`src/rtl/uart_packet_tx.sv`:
```
// Framed 8N1 UART transmitter.
// Each frame is SYNC_BYTE, then PAYLOAD_BYTES payload bytes (byte 0 first), then
// the XOR of the payload bytes. Bit timing comes from an internal cycle counter.
// tx is registered and is computed from the next FSM state, so the line follows
// the state with no extra lag.
// A frame occupies (PAYLOAD_BYTES+2)*10*CLKS_PER_BIT cycles, counted from the
// first start-bit cycle.
// frame_done marks the single IDLE cycle that follows the frame. A request taken
// in that cycle starts the next start bit on the following cycle.
module uart_packet_tx #(
   parameter int          CLKS_PER_BIT  = 564,
   parameter int          PAYLOAD_BYTES = 4,
   parameter logic [7:0]  SYNC_BYTE     = 8'hA5
) (
   input  logic                       clk,
   input  logic                       rst,
   input  logic [8*PAYLOAD_BYTES-1:0] payload_in,
   input  logic                       payload_valid,
   output logic                       payload_ready,
   output logic                       tx,
   output logic                       busy,
   output logic                       frame_done
);

   localparam int             CW        = $clog2(CLKS_PER_BIT);
   localparam int             BW        = $clog2(PAYLOAD_BYTES + 2);
   localparam int             PW        = 8 * PAYLOAD_BYTES;
   localparam logic [CW-1:0]  CNT_MAX   = CW'(CLKS_PER_BIT - 1);
   localparam logic [BW-1:0]  LAST_BYTE = BW'(PAYLOAD_BYTES + 1);

   typedef enum logic [1:0] {IDLE, START, DATA, STOP} state_t;

   state_t         state, state_nxt;
   logic [CW-1:0]  clk_cnt, cnt_nxt;
   logic [2:0]     bit_idx, bit_nxt;
   logic [BW-1:0]  byte_idx, byte_nxt;
   logic [PW-1:0]  payload_q;
   logic [7:0]     checksum, in_xor, cur_byte;
   logic           tx_nxt, done_nxt, accept, wrap;

   assign payload_ready = (state == IDLE);
   assign busy          = ~payload_ready;
   assign accept        = payload_valid && payload_ready;
   assign wrap          = (clk_cnt == CNT_MAX);

   // XOR of the bytes being captured on an accepting edge; it is stored beside
   // the captured word, so the checksum can never follow later payload_in changes
   always_comb begin
      in_xor = '0;
      for (int k = 0; k < PAYLOAD_BYTES; k++)
         in_xor = in_xor ^ payload_in[8*k +: 8];
   end

   // Next-state logic for the bit/byte sequencer and the frame_done pulse
   always_comb begin
      state_nxt = state;
      cnt_nxt   = clk_cnt;
      bit_nxt   = bit_idx;
      byte_nxt  = byte_idx;
      done_nxt  = 1'b0;
      case (state)
         IDLE: begin
            if (accept) begin
               state_nxt = START;
               cnt_nxt   = '0;
               bit_nxt   = '0;
               byte_nxt  = '0;
            end
         end
         START: begin
            if (wrap) begin
               cnt_nxt   = '0;
               bit_nxt   = '0;
               state_nxt = DATA;
            end else begin
               cnt_nxt = clk_cnt + 1'b1;
            end
         end
         DATA: begin
            if (wrap) begin
               cnt_nxt = '0;
               if (bit_idx == 3'd7) state_nxt = STOP;
               else                 bit_nxt   = bit_idx + 3'd1;
            end else begin
               cnt_nxt = clk_cnt + 1'b1;
            end
         end
         STOP: begin
            if (wrap) begin
               cnt_nxt = '0;
               if (byte_idx < LAST_BYTE) begin
                  byte_nxt  = byte_idx + 1'b1;
                  state_nxt = START;
               end else begin
                  state_nxt = IDLE;
                  done_nxt  = 1'b1;
               end
            end else begin
               cnt_nxt = clk_cnt + 1'b1;
            end
         end
         default: state_nxt = IDLE;
      endcase
   end

   // Byte selection for the upcoming cycle: sync, payload bytes, then checksum
   always_comb begin
      cur_byte = checksum;
      if (byte_nxt == '0) cur_byte = SYNC_BYTE;
      for (int k = 0; k < PAYLOAD_BYTES; k++)
         if (byte_nxt == BW'(k + 1)) cur_byte = payload_q[8*k +: 8];
   end

   // Line level for the upcoming cycle, taken from the next state
   always_comb begin
      tx_nxt = 1'b1;
      case (state_nxt)
         START:   tx_nxt = 1'b0;
         DATA:    tx_nxt = cur_byte[bit_nxt];
         default: tx_nxt = 1'b1;
      endcase
   end

   // State, counter, capture and output registers; reset aborts any frame at once
   always_ff @(posedge clk) begin
      if (rst) begin
         state      <= IDLE;
         clk_cnt    <= '0;
         bit_idx    <= '0;
         byte_idx   <= '0;
         payload_q  <= '0;
         checksum   <= '0;
         tx         <= 1'b1;
         frame_done <= 1'b0;
      end else begin
         state      <= state_nxt;
         clk_cnt    <= cnt_nxt;
         bit_idx    <= bit_nxt;
         byte_idx   <= byte_nxt;
         tx         <= tx_nxt;
         frame_done <= done_nxt;
         if (accept) begin
            payload_q <= payload_in;
            checksum  <= in_xor;
         end
      end
   end

endmodule

```
`config.mk`:
```
export PLATFORM = sky130hd
export DESIGN_NAME = uart_packet_tx
export DESIGN_NICKNAME = d
export VERILOG_FILES = /design/src/rtl/uart_packet_tx.sv
export SDC_FILE = /design/constraint.sdc
export NUM_CORES = 1
export LEC_CHECK = 0
export CORE_ASPECT_RATIO = 0.5
export CORE_UTILIZATION = 59
export DETAILED_ROUTE_END_ITERATION = 7
export PLACE_DENSITY_LB_ADDON = 0.15
export REMOVE_ABC_BUFFERS = 1
export SKIP_CTS_REPAIR_TIMING = 1
export SLEW_MARGIN = 15
export SYNTH_ARGS = -nofsm -noshare
export SYNTH_HDL_FRONTEND = slang
export SYNTH_SLANG_ARGS = --single-unit
```
`constraint.sdc`:
```
create_clock -name clk -period 8.1 [get_ports clk]
set_input_delay 2.43 -clock clk [delete_from_list [all_inputs] [get_ports clk]]
set_output_delay 2.43 -clock clk [all_outputs]
set_load 0.02 [all_outputs]
```
==> flow_summary.yaml, run 1 <==
worst_hold_path:
  hold_path.class: "reg2reg"
global_routing:
  antenna_found_initial: 0
  grt_max_degree: 52
  grt_pass1_wl_um: 13630
  grt_pass1_vias: 2955
  globalRouteOverflowTotal: 0
  grt.total_usage_pct: 29.46
setup_path:
  cp.required_ns: 8.32
  crit_end: "tx$_SDFF_PP1_"
  cp_num_cells: 9
  cp.buffers_inverters: 1
  end_kind: "flop"
  path_class: "in2reg"
  ff2ff_setup_slack_ns: 4.28
  worst-r2r-cell-count: 9
  path_cells: "clkdlybuf4s50_1, nor2b_1, a211o_1, a22oi_1, o311ai_0, nand3b_1, a311oi_1, a2111oi_2, a311o_1"
  critPathMaxFanout: 11
  cp-start-kind: "input pin"
  r2r_start: "clk_cnt[4]$_SDFFE_PP0P_"
  cp_slowest_cell: "a22oi_1"
  critPathArrivalTime_ns: 5.41
  slowest_delay_ns: 0.75
  critPathLaunch: "payload_valid"
  rr_endpoint: "tx$_SDFF_PP1_"
  crit_family: "compound AO/OA/AOI/OAI gates"
sta:
  setup_viol: 0
  rsz0062_at_grt: "no"
  fmax_mhz: 192.8
  tns_ns: 0
  final.min_clock_period_ns: 5.187
  tightest_slew_ns: 1.094
  whs_ns: 0.4573
  fin_crit_sh_pct: 64.04
  clock_skew_ns: 0.003504
  final_hold_viol_count: 0
  maxSlewViolCount: 0
  slew_headroom_pct: 26.86
yosys:
  avgSynthCellArea_um2: 8.014
  syn_inst: 417
  synth-seq-cells: 60
  synth_edf_count: 0
  syn_area_um2: 3342
  yosysSeqAreaShare_pct: 35.94
  ys.warnings.count: 0
  synth.distinct_cells: 68
  synthFlopType: "dfxtp_1"
  async_flop_share_pct: 0
floorplan:
  core_area_um2: 5180
  start_util_pct: 64.52
  io_pins: 39
  row_count: 18
  dieArea_um2: 5988
  die_x_um: 108.4
  die_h_um: 55.22
finish:
  multi_input_area_um2: 1989
  area_growth_pct: 20.78
  ff_latch_area_um2: 1201
  fillers: 367
  num_antenna_cells: 0
  final_nets: 488
  drive_above_1_share_pct: 7.795
clock_network:
  clock_path_buffers: 2
  cts_inserted_buffers: 9
  clkLatencyLatePin_ns: 0.33
  ctsHtreeMaxLevel: 3
  root_buffer: "clkbuf_16"
  clkTransAtPathRegs_ns: 0.05
  cts_sinks: 60
  cts_tree: "done"
route:
  drc: 0
  totalWireLength_um: 8114
  vias: 3169
  avgViaCountPerCell: 6.106
  ant_nets: 0
  dr.pass1.iters: 5
  wl_per_cell_um: 15.63
  drt_iter0_markers: 192
place:
  dp_hpwl_um: 5549
  io_buffer_count: 38
  place.gp.congestion: 0.9048
job:
  max_cap_violations: 0
power:
  powerDensity_nw_per_um2: 228.0
  irDropWorstVdd_v: 0.0001720
  total_leakage_power_nw: 1.482
run_status:
  status: "finished, final reports clean"
cell usage after synthesis, drive strengths merged, types with 7 or more instances:
master	count	area [um^2]
a211oi	10	75.07
a21oi	40	200.2
buf	7	61.30
clkbuf	17	63.81
dfxtp	60	1201
ha	9	112.6
inv	7	26.28
nand2	80	302.8
nand3	11	55.05
nand4	7	43.79
nor2	41	156.4
nor3	7	46.30
o21ai	13	65.06
xnor2	26	227.7
xor2	7	61.31
layout make-up:
type / count / area share [%]
multi-input cells: 326 / 49.29
well taps: 70 / 2.170
repair buffers: 40 / 9.795
clock buffers: 12 / 6.603
clock inverters: 4 / 1.736
flip-flops and latches: 60 / 29.76
inverters: 7 / 0.6510
logic make-up after synthesis:
logic type	count (synthesis)	share of synthesized area, %
DFF	60	35.94
and+or+nand+nor	181	26.06
muxes	5	1.572
AOI/OAI and AO/OA	98	19.88
adders and majority gates	9	3.370
xor gates and xnor gates	33	8.649
buffers and inverters	31	4.530
worst min path at each step:
stage / endpoint / from / cells past startpoint
floorplan: payload_q[20]$_SDFFE_PP0P_ / payload_q[20]$_SDFFE_PP0P_ / 2
global placement: payload_q[19]$_SDFFE_PP0P_ / payload_q[19]$_SDFFE_PP0P_ / 2
detailed placement: payload_q[17]$_SDFFE_PP0P_ / payload_q[17]$_SDFFE_PP0P_ / 2
CTS: payload_q[17]$_SDFFE_PP0P_ / payload_q[17]$_SDFFE_PP0P_ / 2
global route: payload_q[3]$_SDFFE_PP0P_ / payload_q[3]$_SDFFE_PP0P_ / 2
finish: payload_q[17]$_SDFFE_PP0P_ / payload_q[17]$_SDFFE_PP0P_ / 2
through the flow:
stage,area (um^2),worst slack (ns),util [%],power [mW],cells
after detailed placement,3700,2.671,71.43,0.4963,503
after global routing,4036,2.738,77.92,0.9606,519
after global placement,3700,2.810,71.43,0.4892,503
final,4036,2.913,77.92,0.9201,519
after CTS,4036,3.009,77.92,0.9216,519
after floorplan,3217,3.579,-,0.4369,393
where the power goes:
part | total [mW] | switching, mW | internal, mW | leakage, nW
clock network | 0.426 | 0.133 | 0.293 | 0.169
logic | 0.158 | 0.0904 | 0.0674 | 0.822
registers | 0.336 | 0.0159 | 0.320 | 0.491
total | 0.920 | 0.239 | 0.681 | 1.48
flip-flops by register name (all words and copies together) (netlist names):
register / count
byte_idx: 3
bit_idx: 3
state: 2
payload_q: 32
clk_cnt: 10
tx: 1
checksum: 8
frame_done: 1
per-layer routing:
| layer | GRT usage (%) | routed length [um] |
|---|---|---|
| met1 | 37.67 | 3667 |
| met2 | 47.11 | 3795 |
| met3 | 11.45 | 535 |
| met4 | 6.178 | 116 |
| met5 | 0 | 0 |
worst min-delay path: cells and delay by family (launching register included):
kind,cells,cell delay (ns)
and+or+nand+nor,1,0.05
AOI/OAI and AO/OA,1,0.05
DFF,1,0.30
cells in the final DEF (no fill, tap or decap), types with 5 or more instances in the layout:
master,Yosys,final
inv_1,7,7
nor2_1,40,40
clkdlybuf4s50_1,0,38
xnor2_1,26,26
clkbuf_16,0,9
o21ai_0,12,12
a211oi_1,10,10
nand2_1,79,79
ha_1,9,9
nor3_1,6,6
dfxtp_1,60,60
xor2_1,7,7
nand4_1,7,7
nand3_1,11,11
nand2b_1,5,5
a21oi_1,40,40
Note: power is estimated with default switching activity, not from simulation.
==> run 2, diff against run 1 <==
- CORE_UTILIZATION: 59 -> 51
- clock period: 8.1 -> 4.74 ns (I/O delays scaled with it)
==> run 2 against run 1 <==
Effect of this change: clock power rose by 38%; largest cell class unchanged; critical endpoint unchanged; global-route usage down 4.7 points; routed wire length fell by 4.6%.
==> flow_summary.yaml, run 2 (same netlist as run 1, synthesis figures left out) <==
finish:
  reg.largest.list: "payload_q (32), clk_cnt (10), checksum (8)"
  finalNonFillerCells: 539
  final_nets: 491
  largest_register_ffs: 32
  top_register: "payload_q"
  fillers: 566
  area_growth_pct: 20.14
  final_common_cell: "nand2_1"
  ff_latch_area_um2: 1201
  num_antenna_cells: 0
  drive_above_1_share_pct: 7.761
  fin_util_pct: 64.70
  final_cell_mix: "nand2_1 (79), dfxtp_1 (60), a21oi_1 (40), nor2_1 (40), clkdlybuf4s50_1 (38)"
  multi_input_area_um2: 1989
place:
  place.gp.congestion: 0.8427
  io_buffer_count: 38
  dp_cells: 524
  pre_cts_ws_ns: 0.3426
  dp_hpwl_um: 5646
global_routing:
  grt_max_degree: 49
  antenna_found_initial: 0
  grt_pass1_vias: 2753
  grt_pass1_wl_um: 12720
  globalRouteOverflowTotal: 0
  grt.total_usage_pct: 24.73
floorplan:
  start_util_pct: 53.85
  dieArea_um2: 6900
  die_h_um: 59.24
  row_count: 20
  die_x_um: 116.5
  io_pins: 39
  core_area_um2: 6206
setup_path:
  ff2ff_setup_slack_ns: 1.29
  end_kind: "flop"
  worst-r2r-cell-count: 10
  critPathMaxFanout: 10
  path_class: "in2reg"
  cp-start-kind: "input pin"
  critPathArrivalTime_ns: 4.32
  cp.required_ns: 4.96
route:
  wl_per_cell_um: 14.37
  totalWireLength_um: 7743
  avgViaCountPerCell: 5.610
  drt_iter0_markers: 188
  vias: 3024
  drc: 0
  ant_nets: 0
  dr.pass1.iters: 4
power:
  irDropWorstVdd_v: 0.0002230
  powerDensity_nw_per_um2: 357.0
  total_leakage_power_nw: 1.462
worst_hold_path:
  hold_path_depth: 2
  hold_path.class: "reg2reg"
sta:
  tightest_slew_ns: 1.085
  slew_headroom_pct: 27.49
  fin_crit_sh_pct: 86.61
  clock_skew_ns: 0.003816
  final_hold_viol_count: 0
  tns_ns: 0
  worst_slack_ns: 0.6348
  final.min_clock_period_ns: 4.105
  setup_viol: 0
  rsz0062_at_grt: "no"
  maxSlewViolCount: 0
  fmax_mhz: 243.6
clock_network:
  clkTransAtPathRegs_ns: 0.05
  cts_sinks: 60
  clkLatencyLatePin_ns: 0.33
  cts_inserted_buffers: 9
  cts_tree: "done"
  ctsHtreeMaxLevel: 3
  clock_path_buffers: 2
  root_buffer: "clkbuf_16"
job:
  max_cap_violations: 0
run_status:
  status: "finished, final reports clean"
[run 2: cell types whose count changed in the layout (fill, tap and decap cells not counted), sizes merged]
cell | before | now
buf | 2 | 5
bufinv | 2 | 0
clkbuf | 12 | 13
[run 2: per-layer routing]
metal	GRT usage (%)	part of all wire [%]	vias to the layer above
met2	39.22	43	76
li1	-	-	1528
met5	0	0	-
met4	10.07	1.3	0
met3	7.055	5.3	12
met1	31.98	50	1408
[run 2: layout make-up]
| cell class | count | area share, % |
|---|---|---|
| clock buffer | 13 | 6.482 |
| clock inverter | 2 | 0.2493 |
| multi-input combinational | 326 | 49.55 |
| tap | 88 | 2.742 |
| timing repair buffer | 43 | 10.41 |
| inverter | 7 | 0.6544 |
| sequential | 60 | 29.92 |
[run 2: critical path, cell delays in order]
cell,delay (ns)
clkdlybuf4s50_1,0.44
nor2b_1,0.47
nor2_1,0.16
a21boi_1,0.30
or2_1,0.38
mux2_2,0.38
nand2_1,0.06
a221oi_1,0.08
a311o_1,0.31
a311o_1,0.30
[run 2: through the flow]
stage	hold slack (ns)	total power, mW	cell area, um^2
floorplan	0.4254	0.7467	3217
detailed placement	0.4473	0.8537	3745
global placement	0.4466	0.8476	3745
global route	0.4779	1.499	4015
CTS	0.4535	1.441	4015
finish	0.4545	1.433	4015
[run 2: power breakdown]
group          switching (mW)  leakage [nW]  internal [mW]  total [mW]
sequential             0.0284         0.491          0.548       0.576
combinational           0.151         0.835          0.118       0.269
clock                   0.211         0.135          0.377       0.588
total                   0.391          1.46           1.04        1.43
[run 2: worst paths after layout]
kind,to,from
min,payload_q[20]$_SDFFE_PP0P_,payload_q[20]$_SDFFE_PP0P_
min reg2reg,payload_q[20]$_SDFFE_PP0P_,payload_q[20]$_SDFFE_PP0P_
max,tx$_SDFF_PP1_,payload_valid
max reg2reg,tx$_SDFF_PP1_,state[0]$_SDFF_PP0_
==> run 3, diff against run 2 <==
- GPL_TIMING_DRIVEN: not set -> 0
==> run 3 against run 2 <==
Effect of this change: critical path depth is 1 lower; die area stayed put; combinational power is 3% higher; maximum frequency is 4.1% lower; count of clock-buffer cells in the layout is 1 higher; worst hold slack worse by 0.0011 ns; non-clock buffer count is 3 lower; first-iteration DRC count is 29% higher; via count is 0.86% higher.
==> flow_summary.yaml, run 3 (same netlist as run 1, synthesis figures left out) <==
run_status:
  status: "finished, final reports clean"
finish:
  fin_util_pct: 65.34
  top_register: "payload_q"
  final_cell_mix: "nand2_1 (79), dfxtp_1 (60), a21oi_1 (40), nor2_1 (40), clkdlybuf4s50_1 (37)"
  drive_above_1_share_pct: 7.589
  largest_register_ffs: 32
  num_antenna_cells: 0
  reg.largest.list: "payload_q (32), clk_cnt (10), checksum (8)"
  stdcell_area_um2: 4055
  final_common_cell: "nand2_1"
  final_nets: 488
  area_growth_pct: 21.34
worst_hold_path:
  hold_path.class: "reg2reg"
  hp-start: "payload_q[27]$_SDFFE_PP0P_"
sta:
  tns_ns: 0
  rsz0062_at_grt: "no"
  maxSlewViolCount: 0
  final.min_clock_period_ns: 4.282
  fin_crit_sh_pct: 90.33
  final_hold_viol_count: 0
  clock_skew_ns: 0.003264
  slew_headroom_pct: 23.86
  tightest_slew_ns: 1.139
  setup_viol: 0
  fmax_mhz: 233.6
setup_path:
  ff2ff_setup_slack_ns: 0.84
  critPathArrivalTime_ns: 4.49
  critPathLaunch: "payload_valid"
  r2r_start: "clk_cnt[4]$_SDFFE_PP0P_"
  end_kind: "flop"
  path_class: "in2reg"
  cp.required_ns: 4.95
  critPathMaxFanout: 11
  crit_end: "tx$_SDFF_PP1_"
  cp-start-kind: "input pin"
  rr_endpoint: "tx$_SDFF_PP1_"
  worst-r2r-cell-count: 9
clock_network:
  root_buffer: "clkbuf_16"
  cts_sinks: 60
  cts_tree: "done"
  cts_inserted_buffers: 9
  ctsHtreeMaxLevel: 3
  clock_path_buffers: 2
  clkLatencyLatePin_ns: 0.33
  clkTransAtPathRegs_ns: 0.05
global_routing:
  antenna_found_initial: 0
  grt_pass1_wl_um: 13280
  globalRouteOverflowTotal: 0
  grt_max_degree: 37
  grt_pass1_vias: 2853
  grt.total_usage_pct: 25.40
route:
  avgViaCountPerCell: 5.690
  vias: 3050
  ant_nets: 0
  dr.pass1.iters: 5
  drc: 0
  totalWireLength_um: 7863
  drt_iter0_markers: 242
  wl_per_cell_um: 14.67
floorplan:
  dieArea_um2: 6900
  io_pins: 39
  row_count: 20
  core_area_um2: 6206
  start_util_pct: 53.85
  die_h_um: 59.24
  die_x_um: 116.5
place:
  dp_hpwl_um: 5681
  place.gp.congestion: 0.8394
  dpl_cell_area_um2: 3751
  io_buffer_count: 38
job:
  max_cap_violations: 0
power:
  p_total_mw: 1.509
  powerDensity_nw_per_um2: 372.1
  total_leakage_power_nw: 1.475
  irDropWorstVdd_v: 0.0002306
run 3: changes by cell type in the layout (fill, tap and decap cells not counted), sizes merged:
cell	delta
clkbuf	+1
clkinv	-2
buf	-2
bufinv	+1
clkdlybuf4s50	-1
run 3: cell type report:
cell class | count | area, um^2
clock buffers | 14 | 274.0
clock inverters | 1 | 30.03
fillers | 575 | 2151
inverters | 7 | 26.28
multi-input cells | 326 | 1991
flip-flops and latches | 60 | 1201
well taps | 88 | 110.1
repair buffers | 40 | 422.9
run 3: power breakdown:
group | switching (mW) | leakage (nW) | internal (mW) | total (mW)
Sequential | 0.0249 | 0.491 | 0.548 | 0.573
Clock | 0.212 | 0.149 | 0.446 | 0.659
Combinational | 0.156 | 0.834 | 0.121 | 0.278
Total | 0.393 | 1.47 | 1.12 | 1.51
run 3: worst min-delay path by stage:
| stage | to | cells past startpoint |
|---|---|---|
| floorplan | payload_q[20]$_SDFFE_PP0P_ | 2 |
| global placement | payload_q[25]$_SDFFE_PP0P_ | 2 |
| detailed placement | payload_q[17]$_SDFFE_PP0P_ | 2 |
| CTS | payload_q[17]$_SDFFE_PP0P_ | 2 |
| global route | payload_q[27]$_SDFFE_PP0P_ | 2 |
| finish | payload_q[27]$_SDFFE_PP0P_ | 2 |
run 3: worst max-delay path, cell delays in order:
cell	delay [ns]
clkdlybuf4s50_1	0.50
nor2b_1	0.16
a211o_1	0.35
a22oi_1	0.75
o311ai_0	0.27
nand3b_1	0.26
a311oi_1	0.36
a2111oi_2	0.08
a311o_1	0.33
run 3: through the flow:
step	cells	hold slack (ns)	setup WS [ns]
5_1_grt	536	0.4711	0.3433
3_5_place_dp	521	0.4462	0.2273
6_report	536	0.4534	0.4583
4_1_cts	536	0.4544	0.5417
2_1_floorplan	393	0.4254	1.227
3_3_place_gp	519	0.4456	0.2458
run 3: routing by layer:
metal | vias to the layer above | GRT usage, % | part of all wire, %
li1 | 1513 | - | -
met1 | 1445 | 32.49 | 47
met2 | 84 | 41.59 | 46
met3 | 8 | 7.566 | 6.7
met4 | 0 | 8.059 | 0.83
met5 | - | 0 | 0
